### config.mk
export PLATFORM = sky130hd
export DESIGN_NAME = aes128_round_ctrl
export DESIGN_NICKNAME = d
export VERILOG_FILES = /design/src/rtl/aes128_pkg.sv /design/src/rtl/aes128_rcon_gen.sv /design/src/rtl/aes128_round_ctrl.sv
export SDC_FILE = /design/constraint.sdc
export NUM_CORES = 1
export LEC_CHECK = 0
export CORE_ASPECT_RATIO = 1.25
export CORE_MARGIN = 2
export CORE_UTILIZATION = 40
export CTS_BUF_LIST = sky130_fd_sc_hd__clkbuf_4 sky130_fd_sc_hd__clkbuf_8 sky130_fd_sc_hd__clkbuf_16
export DETAILED_ROUTE_END_ITERATION = 6
export SYNTH_ARGS = -nofsm -noshare
export SYNTH_HDL_FRONTEND = slang
export SYNTH_SLANG_ARGS = --single-unit
### constraint.sdc
create_clock -name clk -period 2.2 [get_ports clk]
set_input_delay 0.33 -clock clk [delete_from_list [all_inputs] [get_ports clk]]
set_output_delay 0.33 -clock clk [all_outputs]
set_load 0.02 [all_outputs]
### src/rtl/aes128_pkg.sv
// Shared AES-128 definitions: round count, controller state encoding,
// first round constant and the GF(2^8) doubling used by rcon and mix-columns.
package aes128_pkg;

    localparam int         AES_NR    = 10;
    localparam logic [7:0] RCON_INIT = 8'h01;

    typedef enum logic [2:0] {
        ST_IDLE,
        ST_ISSUE,
        ST_WAIT,
        ST_DONE,
        ST_ERR
    } ctrl_state_e;

    function automatic logic [7:0] xtime(input logic [7:0] x);
        return {x[6:0], 1'b0} ^ (x[7] ? 8'h1b : 8'h00);
    endfunction

endpackage

### src/rtl/aes128_rcon_gen.sv
// Round-constant register: cleared to 0x00 for round 0, each step moves
// it to the constant of the next round.
module aes128_rcon_gen
    import aes128_pkg::*;
(
    input  logic       clk,
    input  logic       rst_n,
    input  logic       clear,
    input  logic       step,
    output logic [7:0] rcon_o
);

    logic [7:0] rcon_d;
    logic [7:0] rcon_q;

    // Round 0 carries no constant, so the first step loads 0x01 instead of doubling.
    always_comb begin
        rcon_d = rcon_q;
        if (clear) begin
            rcon_d = 8'h00;
        end else if (step) begin
            rcon_d = (rcon_q == 8'h00) ? RCON_INIT : xtime(rcon_q);
        end
    end

    always_ff @(posedge clk or negedge rst_n) begin
        if (!rst_n) begin
            rcon_q <= 8'h00;
        end else begin
            rcon_q <= rcon_d;
        end
    end

    assign rcon_o = rcon_q;

endmodule

### src/rtl/aes128_round_ctrl.sv
// Iterative AES-128 sequencer: walks the shared round datapath through the
// initial key addition and rounds 1-10, with a per-round ready timeout.
module aes128_round_ctrl
    import aes128_pkg::*;
#(
    parameter int TIMEOUT_CYC = 16
)
(
    input  logic       clk,
    input  logic       rst_n,
    input  logic       start_i,
    input  logic       stage_ready_i,
    output logic       busy_o,
    output logic       stage_start_o,
    output logic [3:0] round_o,
    output logic [7:0] rcon_o,
    output logic       sel_init_o,
    output logic       bypass_mix_o,
    output logic       state_we_o,
    output logic       key_we_o,
    output logic       done_o,
    output logic       err_o
);

    localparam logic [3:0] LAST_ROUND = 4'(AES_NR);
    localparam logic [7:0] TMO_LAST   = 8'(TIMEOUT_CYC - 1);

    ctrl_state_e state_d, state_q;
    logic [3:0]  round_d, round_q;
    logic [7:0]  tmo_d, tmo_q;
    logic        stage_start_d, stage_start_q;
    logic        busy_d, busy_q;
    logic        done_d, done_q;
    logic        err_d, err_q;
    logic        rcon_clear, rcon_step;
    logic        accept_ready;

    assign accept_ready = (state_q == ST_WAIT) && stage_ready_i;

    always_comb begin
        state_d    = state_q;
        round_d    = round_q;
        tmo_d      = tmo_q;
        rcon_clear = 1'b0;
        rcon_step  = 1'b0;
        unique case (state_q)
            ST_IDLE, ST_DONE: begin
                if (start_i) begin
                    state_d    = ST_ISSUE;
                    round_d    = 4'd0;
                    rcon_clear = 1'b1;
                end else begin
                    state_d = ST_IDLE;
                end
            end
            ST_ISSUE: begin
                state_d = ST_WAIT;
                tmo_d   = 8'd0;
            end
            ST_WAIT: begin
                if (stage_ready_i) begin
                    if (round_q == LAST_ROUND) begin
                        state_d = ST_DONE;
                    end else begin
                        state_d   = ST_ISSUE;
                        round_d   = round_q + 4'd1;
                        rcon_step = 1'b1;
                    end
                // Ready in the last counted cycle still wins; ERR follows only without it.
                end else if (tmo_q == TMO_LAST) begin
                    state_d    = ST_ERR;
                    round_d    = 4'd0;
                    rcon_clear = 1'b1;
                end else begin
                    tmo_d = tmo_q + 8'd1;
                end
            end
            ST_ERR: begin
                state_d = ST_IDLE;
            end
            default: begin
                state_d = ST_IDLE;
            end
        endcase

        // Pulses and busy are registered from the next state so they line up with it.
        stage_start_d = (state_d == ST_ISSUE);
        busy_d        = (state_d == ST_ISSUE) || (state_d == ST_WAIT);
        done_d        = (state_d == ST_DONE);
        err_d         = (state_d == ST_ERR);
    end

    always_ff @(posedge clk or negedge rst_n) begin
        if (!rst_n) begin
            state_q       <= ST_IDLE;
            round_q       <= 4'd0;
            tmo_q         <= 8'd0;
            stage_start_q <= 1'b0;
            busy_q        <= 1'b0;
            done_q        <= 1'b0;
            err_q         <= 1'b0;
        end else begin
            state_q       <= state_d;
            round_q       <= round_d;
            tmo_q         <= tmo_d;
            stage_start_q <= stage_start_d;
            busy_q        <= busy_d;
            done_q        <= done_d;
            err_q         <= err_d;
        end
    end

    aes128_rcon_gen u_rcon (
        .clk    (clk),
        .rst_n  (rst_n),
        .clear  (rcon_clear),
        .step   (rcon_step),
        .rcon_o (rcon_o)
    );

    assign busy_o        = busy_q;
    assign stage_start_o = stage_start_q;
    assign done_o        = done_q;
    assign err_o         = err_q;
    assign round_o       = round_q;
    assign sel_init_o    = (round_q == 4'd0);
    assign bypass_mix_o  = (round_q == LAST_ROUND);
    assign state_we_o    = accept_ready;
    assign key_we_o      = accept_ready && (round_q != 4'd0);

endmodule

==> out/results.txt, run 1 <==
Result of the run: complete, no violations
Max capacitance violation total: 0
First-pass GRT wire length: 4878 microns
Clk buf depth: 2
Critical path endpoint category: primary output
Pre-Repair DR Iteration Count: 4
Time the worst path needs with I/O delays and setup: 2070 ps
Overall die area: 4009 sq um
Required arrival time at the worst endpoint: 1870 ps
Final weighted congestion in routability-driven placement: 0.7967
Maximum fanout along the worst path: 3
Share of synthesized area occupied by flip-flops and latches: 0.4804
Die Wd: 57.04 microns
Buffers inserted during post-CTS setup optimization: 0
Mean number of vias per cell: 5.298
Overall routed net length: 2737 microns
Synthesized flop and latch total: 27
Layout net count: 175
Number of remaining DRC errors: 0
CTS Hold Buffers Added: 0
TritonCTS clock tree: built
Y dimension of the die: 70.30 microns
Number of global-route vias before repair: 1112
Number of cells after detailed placement: 201
Total gr overflow: 0
Most common cell after layout, fill and taps aside: sky130_fd_sc_hd__dfrtp_1
Final Instance Count excl. Fillers: 205
Final setup violation count: 0
Warnings, synthesis: 0
Switching portion of total power: 0.3930
Number of violations reported at the end of detailed-routing iteration 0: 10
Core ar.: 3423 sq um
Sequential cell area in the final layout: 675.6 sq um
Quantity of I/O buffers inserted on ports: 23
Highest signal layer in the routed design: met4
Utilization after layout: 0.5124
Fraction of power consumed by sequential logic: 0.386
Signed area change from the synthesized netlist to the final layout: 24.73%
Net switching power of the design: 0.7082 mW
Largest voltage drop on the vdd net: 0.5396 mV
Worst EP arrival: 1740 ps
Launching element type of the critical path: input pin
Number of H-tree levels: 1
Number of pins with negative max-slew slack in the final report: 0
Final critical-path share of the clock period: 0.9407
I/O Pins: 24
Starting density of the core: 0.4108
Number of failing hold endpoints at the final stage: 0
TritonCTS Sinks: 27
Area used by multi-input combinational logic: 664.4 sq um
Number of placement rows: 24
Number of antenna violations at the first check in global routing: 0
Fraction of layout cells with a size suffix above 1: 0.1386
Largest net degree at the start of global routing: 28
Most frequent cells in the layout: sky130_fd_sc_hd__dfrtp_1, sky130_fd_sc_hd__clkdlybuf4s50_1, sky130_fd_sc_hd__nand2_1, sky130_fd_sc_hd__nor2_1
Clock latency at the later pin of the worst-skew pair: 270 ps
Part of the power in the clock network: 0.158
DP Wirelength: 2041 microns
Pleak: 0.8164 nW
Overall power after layout: 1.802 mW
Mapped Avg Cell Area: 10.27 sq um
Highest clock rate: 0.4832 GHz
Met3 routed WL: 73 microns
Measured slew at the worst slew-check pin: 446.2 ps
CP Class: input pin to primary output
GRT Overall Usage: 0.1514
Count of antenna diodes in the layout: 0
Length of routed wiring on met1: 1285 microns
Post-synth top area cell: sky130_fd_sc_hd__dfrtp_1
Syn Inst Count: 137
Setup TNS: 0 ps
Clock slew at the register clock pins of the worst setup and hold paths: 90 ps
Combinational power share: 0.456
Clock Root Buffer: sky130_fd_sc_hd__clkbuf_8
Post-DR wirelength/cell: 13.35 microns
Area share of the largest cell type after synthesis: 0.4804
Vias: 1086
Net count of the mapped netlist: 145
Hold Path Class: input pin to async pin
Cts bufs inserted: 3
Dominant cells by area after synthesis: sky130_fd_sc_hd__dfrtp_1, sky130_fd_sc_hd__nand2_1, sky130_fd_sc_hd__mux2i_1
Ratio of total power to cell area: 1027 nW/um^2
Number of different library cells in the post-synthesis netlist: 41
Setup repair after global routing missed its margin: no
Max-slew headroom at the worst pin: 0.6998
# fillers: 324
Internal power contribution: 1.094 mW
Met2 routed wirelength: 1324 microns
Antenna-violating nets left: 0
Synth Cell Area: 1406 sq um
Fin Clk Skew: 6.211 ps
## logic make-up after synthesis
family / synth area share
buf+inv: 0.05071
simple gates: 0.2162
mux: 0.04982
fa+ha+maj: 0.03559
xor+xnor: 0.03737
compound gates: 0.1299
flops: 0.4804
## registers in the layout (all words and copies together), names as in the netlist
register and count:
busy_o 1, done_o 1, err_o 1, round_o 4
stage_start_o 1, state_q 3, tmo_q 8, u_rcon.rcon_o 8
## power by group through the flow
stage               clock network (mW)  logic (mW)  registers, mW
global route                     0.313       0.915          0.715
detailed placement                   0       0.834          0.708
finish                           0.285       0.822          0.696
global placement                     0       0.829          0.701
floorplan                            0       0.485          0.761
CTS                              0.290       0.826          0.696
## critical path, cell delays in order
cell and delay, ps:
sky130_fd_sc_hd__clkdlybuf4s50_1 510, sky130_fd_sc_hd__nand4bb_1 200, sky130_fd_sc_hd__inv_2 100, sky130_fd_sc_hd__clkdlybuf4s50_1 600
## path summary, 6_finish.rpt
path	from	end	slack (ps)	cells after the start
worst max-delay path	stage_ready_i	state_we_o	130	4
worst min-delay path	rst_n	done_o	430	2
worst max register to register	tmo_q[0]	tmo_q[6]	390	5
worst min register to register	tmo_q[0]	tmo_q[0]	540	1
max in group asynchronous	rst_n	tmo_q[7]	1520	2
min in group clk	tmo_q[0]	tmo_q[0]	540	1
## through the flow
stage	cell area (sq um)	hold slack, ps	setup WS, ps
floorplan	1406	34.41	315.3
detailed placement	1697	531.8	88.85
global placement	1697	511.2	93.38
global route	1754	471.9	93.93
CTS	1744	443.4	24.25
finish	1754	428.7	130.4
## repair_timing
| item | 4_1_cts | 5_1_grt |
|---|---|---|
| endpoints found under the setup margin | 1 | 2 |
| pin swaps | 0 | 0 |
| endpoints found under the hold margin | 0 | 0 |
| gates resized for setup | 1 | 3 |
## cell type report
cell class / count / area share
clock inverter: 1 / 0.004280
clock buffer: 3 / 0.02354
sequential: 27 / 0.3852
tap: 39 / 0.02782
multi-input combinational: 97 / 0.3787
inverter: 8 / 0.01712
timing repair buffer: 30 / 0.1633
## routing by layer
layer  GRT usage  vias up
li1            -      536
met1      0.1983      527
met2      0.2516       17
met3     0.02222        6
met4     0.05426        0
met5           0        -
## cell usage after synthesis
| master | instances |
|---|---|
| sky130_fd_sc_hd__a211oi_1 | 7 |
| sky130_fd_sc_hd__a21bo_1 | 1 |
| sky130_fd_sc_hd__a21boi_4 | 1 |
| sky130_fd_sc_hd__a21oi_1 | 6 |
| sky130_fd_sc_hd__a22oi_1 | 2 |
| sky130_fd_sc_hd__and3_1 | 1 |
| sky130_fd_sc_hd__and3_2 | 4 |
| sky130_fd_sc_hd__buf_1 | 1 |
| sky130_fd_sc_hd__buf_4 | 2 |
| sky130_fd_sc_hd__buf_6 | 2 |
| sky130_fd_sc_hd__dfrtp_1 | 27 |
| sky130_fd_sc_hd__ha_1 | 4 |
| sky130_fd_sc_hd__inv_1 | 7 |
| sky130_fd_sc_hd__inv_2 | 1 |
| sky130_fd_sc_hd__mux2i_1 | 7 |
| sky130_fd_sc_hd__nand2_1 | 19 |
| sky130_fd_sc_hd__nand2b_1 | 3 |
| sky130_fd_sc_hd__nand3_1 | 4 |
| sky130_fd_sc_hd__nand3b_1 | 1 |
| sky130_fd_sc_hd__nand4_1 | 1 |
| sky130_fd_sc_hd__nand4bb_1 | 1 |
| sky130_fd_sc_hd__nor2_1 | 8 |
| sky130_fd_sc_hd__nor2_2 | 1 |
| sky130_fd_sc_hd__nor2b_1 | 1 |
| sky130_fd_sc_hd__nor3_1 | 1 |
| sky130_fd_sc_hd__nor3b_1 | 1 |
| sky130_fd_sc_hd__nor4_1 | 3 |
| sky130_fd_sc_hd__nor4b_2 | 1 |
| sky130_fd_sc_hd__o2111ai_1 | 1 |
| sky130_fd_sc_hd__o211ai_1 | 1 |
| sky130_fd_sc_hd__o21ai_0 | 1 |
| sky130_fd_sc_hd__o21ai_1 | 1 |
| sky130_fd_sc_hd__o21bai_1 | 1 |
| sky130_fd_sc_hd__o22a_1 | 1 |
| sky130_fd_sc_hd__o22ai_1 | 1 |
| sky130_fd_sc_hd__o31ai_1 | 1 |
| sky130_fd_sc_hd__or2b_1 | 2 |
| sky130_fd_sc_hd__or2b_2 | 2 |
| sky130_fd_sc_hd__or3b_4 | 1 |
| sky130_fd_sc_hd__xnor2_1 | 1 |
| sky130_fd_sc_hd__xor2_1 | 5 |
No activity file was read; power rests on OpenSTA's default activity.
==> run 2: changes to the inputs <==
Settings changed: ABC_AREA set to 1, CORE_MARGIN 2 to unset.
Clock period 2.2 ns to 2.3 ns, I/O delays scaled along.
==> run 2 against run 1 <==
  * The run now ends with DRC left
  * Total power decreased by 5.1%
  * Cell area increased by 8.3%
  * Synthesized cell count increased by 31%
  * Critical path depth increased by 1
  * Combinational power decreased by 6.1%
  * Utilization increased by 1.5 points
  * Sequential power decreased by 4.9%
  * Non-clock buffer count decreased by 5
==> out/results.txt, run 2 <==
Synth top cells by count: sky130_fd_sc_hd__nand2_1, sky130_fd_sc_hd__dfrtp_1, sky130_fd_sc_hd__inv_1, sky130_fd_sc_hd__nor2_1, sky130_fd_sc_hd__o21ai_2
Largest voltage drop on the vdd net: 0.3951 mV
Number of failing hold endpoints at the final stage: 0
Maximum fanout along the worst path: 6
Vias: 1259
Most frequent cells in the layout: sky130_fd_sc_hd__nand2_1, sky130_fd_sc_hd__dfrtp_1, sky130_fd_sc_hd__inv_1, sky130_fd_sc_hd__clkdlybuf4s50_1, sky130_fd_sc_hd__nor2_1
Time the worst path needs with I/O delays and setup: 2178 ps
First-pass GRT wire length: 5671 microns
Die Wd: 57.66 microns
Total gr overflow: 0
Number of H-tree levels: 1
Cts bufs inserted: 3
Clock latency at the later pin of the worst-skew pair: 270 ps
Ratio of total power to cell area: 899.5 nW/um^2
Number of violations reported at the end of detailed-routing iteration 0: 29
Starting density of the core: 0.4299
Most common cell after layout, fill and taps aside: sky130_fd_sc_hd__nand2_1
TritonCTS Sinks: 27
Max capacitance violation total: 0
Pre-Repair DR Iteration Count: 7
Clock Root Buffer: sky130_fd_sc_hd__clkbuf_8
Synthesized flop and latch total: 27
Critical path endpoint category: primary output
Number of global-route vias before repair: 1331
Number of antenna violations at the first check in global routing: 0
Post-synth top area cell: sky130_fd_sc_hd__dfrtp_1
Number of enable flip-flop cells after synthesis: 0
Layout net count: 217
Core ar.: 3603 sq um
Mean number of vias per cell: 5.097
Count of antenna diodes in the layout: 0
Y dimension of the die: 71.58 microns
TritonCTS clock tree: built
Clk buf depth: 2
Fin Clk Skew: 3.078 ps
Share of flip-flops with an asynchronous set or reset after synthesis: 1.000
Met2 routed wirelength: 1712 microns
Instance area after placement: 1843 sq um
Result of the run: finished, violations left
Highest signal layer in the routed design: met4
Signed area change from the synthesized netlist to the final layout: 22.70%
Dominant cells by area after synthesis: sky130_fd_sc_hd__dfrtp_1, sky130_fd_sc_hd__nand2_1, sky130_fd_sc_hd__inv_1
Synth Cell Area: 1549 sq um
Net count of the mapped netlist: 187
Pleak: 0.9580 nW
Max-slew headroom at the worst pin: 0.7636
# fillers: 353
Post-DR wirelength/cell: 12.86 microns
Required arrival time at the worst endpoint: 1960 ps
Setup repair after global routing missed its margin: no
Setup TNS: 0 ps
Hold Path Class: input pin to async pin
Quantity of I/O buffers inserted on ports: 23
Final setup slack of the worst path: 121.6 ps
Violations in the final reports: DRC
Post-synth top flop: sky130_fd_sc_hd__dfrtp_1
Number of different library cells in the post-synthesis netlist: 27
Mapped Avg Cell Area: 8.654 sq um
Area share of the largest cell type after synthesis: 0.4362
Overall die area: 4127 sq um
Fraction of layout cells with a size suffix above 1: 0.2212
Highest clock rate: 0.4591 GHz
Final critical-path share of the clock period: 0.9471
Layout Cell Area excl Fill: 1901 sq um
Number of remaining DRC errors: 1
GRT Overall Usage: 0.1734
Syn Inst Count: 179
Number of placement rows: 24
Length of routed wiring on met1: 1335 microns
Utilization after layout: 0.5274
Warnings, synthesis: 0
Clock slew at the register clock pins of the worst setup and hold paths: 90 ps
Measured slew at the worst slew-check pin: 354.6 ps
I/O Pins: 24
Launching element type of the critical path: flop
CP Class: flop to primary output
Overall routed net length: 3177 microns
Largest net degree at the start of global routing: 28
Number of pins with negative max-slew slack in the final report: 0
Met3 routed WL: 80 microns
Worst EP arrival: 1830 ps
Share of synthesized area occupied by flip-flops and latches: 0.4362
Antenna-violating nets left: 0
Final setup violation count: 0
Final weighted congestion in routability-driven placement: 0.7698
Post-Place Worst Slack: 122.6 ps
DP Wirelength: 2400 microns
Most common cell in the synthesized netlist: sky130_fd_sc_hd__nand2_1
-- run 2: metal layers --
metal	vias up	GRT usage
met3	6	0.02888
li1	623	-
met2	21	0.3217
met4	0	0.06614
met5	-	0
met1	609	0.1958
-- run 2: final cells by class --
cell class,instances,area (sq um),area share
multi-input combinational,119,749.5,0.3943
sequential,27,676.9,0.3562
timing repair buffer,25,250.2,0.1317
inverter,33,128.9,0.06781
tap,39,48.80,0.02567
clock buffer,3,41.29,0.02172
clock inverter,1,5.005,0.002633
-- run 2: metrics by stage --
stage	cells	power (mW)	hold WS, ps
floorplan	179	1.178	49.41
global placement	243	1.427	488.6
detailed placement	243	1.447	501.9
CTS	247	1.729	456.1
global route	247	1.830	463.5
finish	247	1.710	436.4
-- run 2: logic make-up after synthesis --
group / Yosys count / share of synthesized area
compound gates: 22 / 0.09935
xor+xnor: 4 / 0.02262
fa+ha+maj: 4 / 0.03231
buf+inv: 33 / 0.08320
flops: 27 / 0.4362
simple gates: 89 / 0.3263
-- run 2: final timing paths --
check                                  from               end  slack, ps  cells past startpoint
setup / recovery                 round_o[0]      bypass_mix_o        120                      5
max in group asynchronous             rst_n        round_o[0]       1570                      2
hold / removal                        rst_n     stage_start_o        440                      2
min in group clk           u_rcon.rcon_o[6]  u_rcon.rcon_o[7]        520                      2
hold reg to reg            u_rcon.rcon_o[6]  u_rcon.rcon_o[7]        520                      2
setup reg to reg                   tmo_q[0]          tmo_q[5]        700                      9
-- run 2: worst max-delay path, stage by stage (launching register included) --
cell	delay [ps]
sky130_fd_sc_hd__dfrtp_2	460
sky130_fd_sc_hd__inv_1	90
sky130_fd_sc_hd__ha_1	190
sky130_fd_sc_hd__nand2_2	70
sky130_fd_sc_hd__nor2_4	120
sky130_fd_sc_hd__clkdlybuf4s50_1	630
-- run 2: where the power goes --
part           leakage (nW)  internal (mW)  switching, mW  total, mW
Sequential            0.364          0.566         0.0954      0.662
Clock                0.0255          0.122          0.154      0.276
Combinational         0.569          0.287          0.486      0.772
-- run 2: timing repair --
item / 4_1_cts / 5_1_grt
gates resized for setup: 0 / 4
buffers inserted: 0 / 0
endpoints found under the setup margin: 0 / 2
hold buffers: 0 / 0
==> run 3: changes to the inputs <==
Settings changed: CTS_CLUSTER_SIZE set to 20, HOLD_SLACK_MARGIN set to 0.15, SETUP_SLACK_MARGIN set to 0.02.
==> results of run 3 <==
No change in the layout: final DEF, timing and power equal those of run 2.
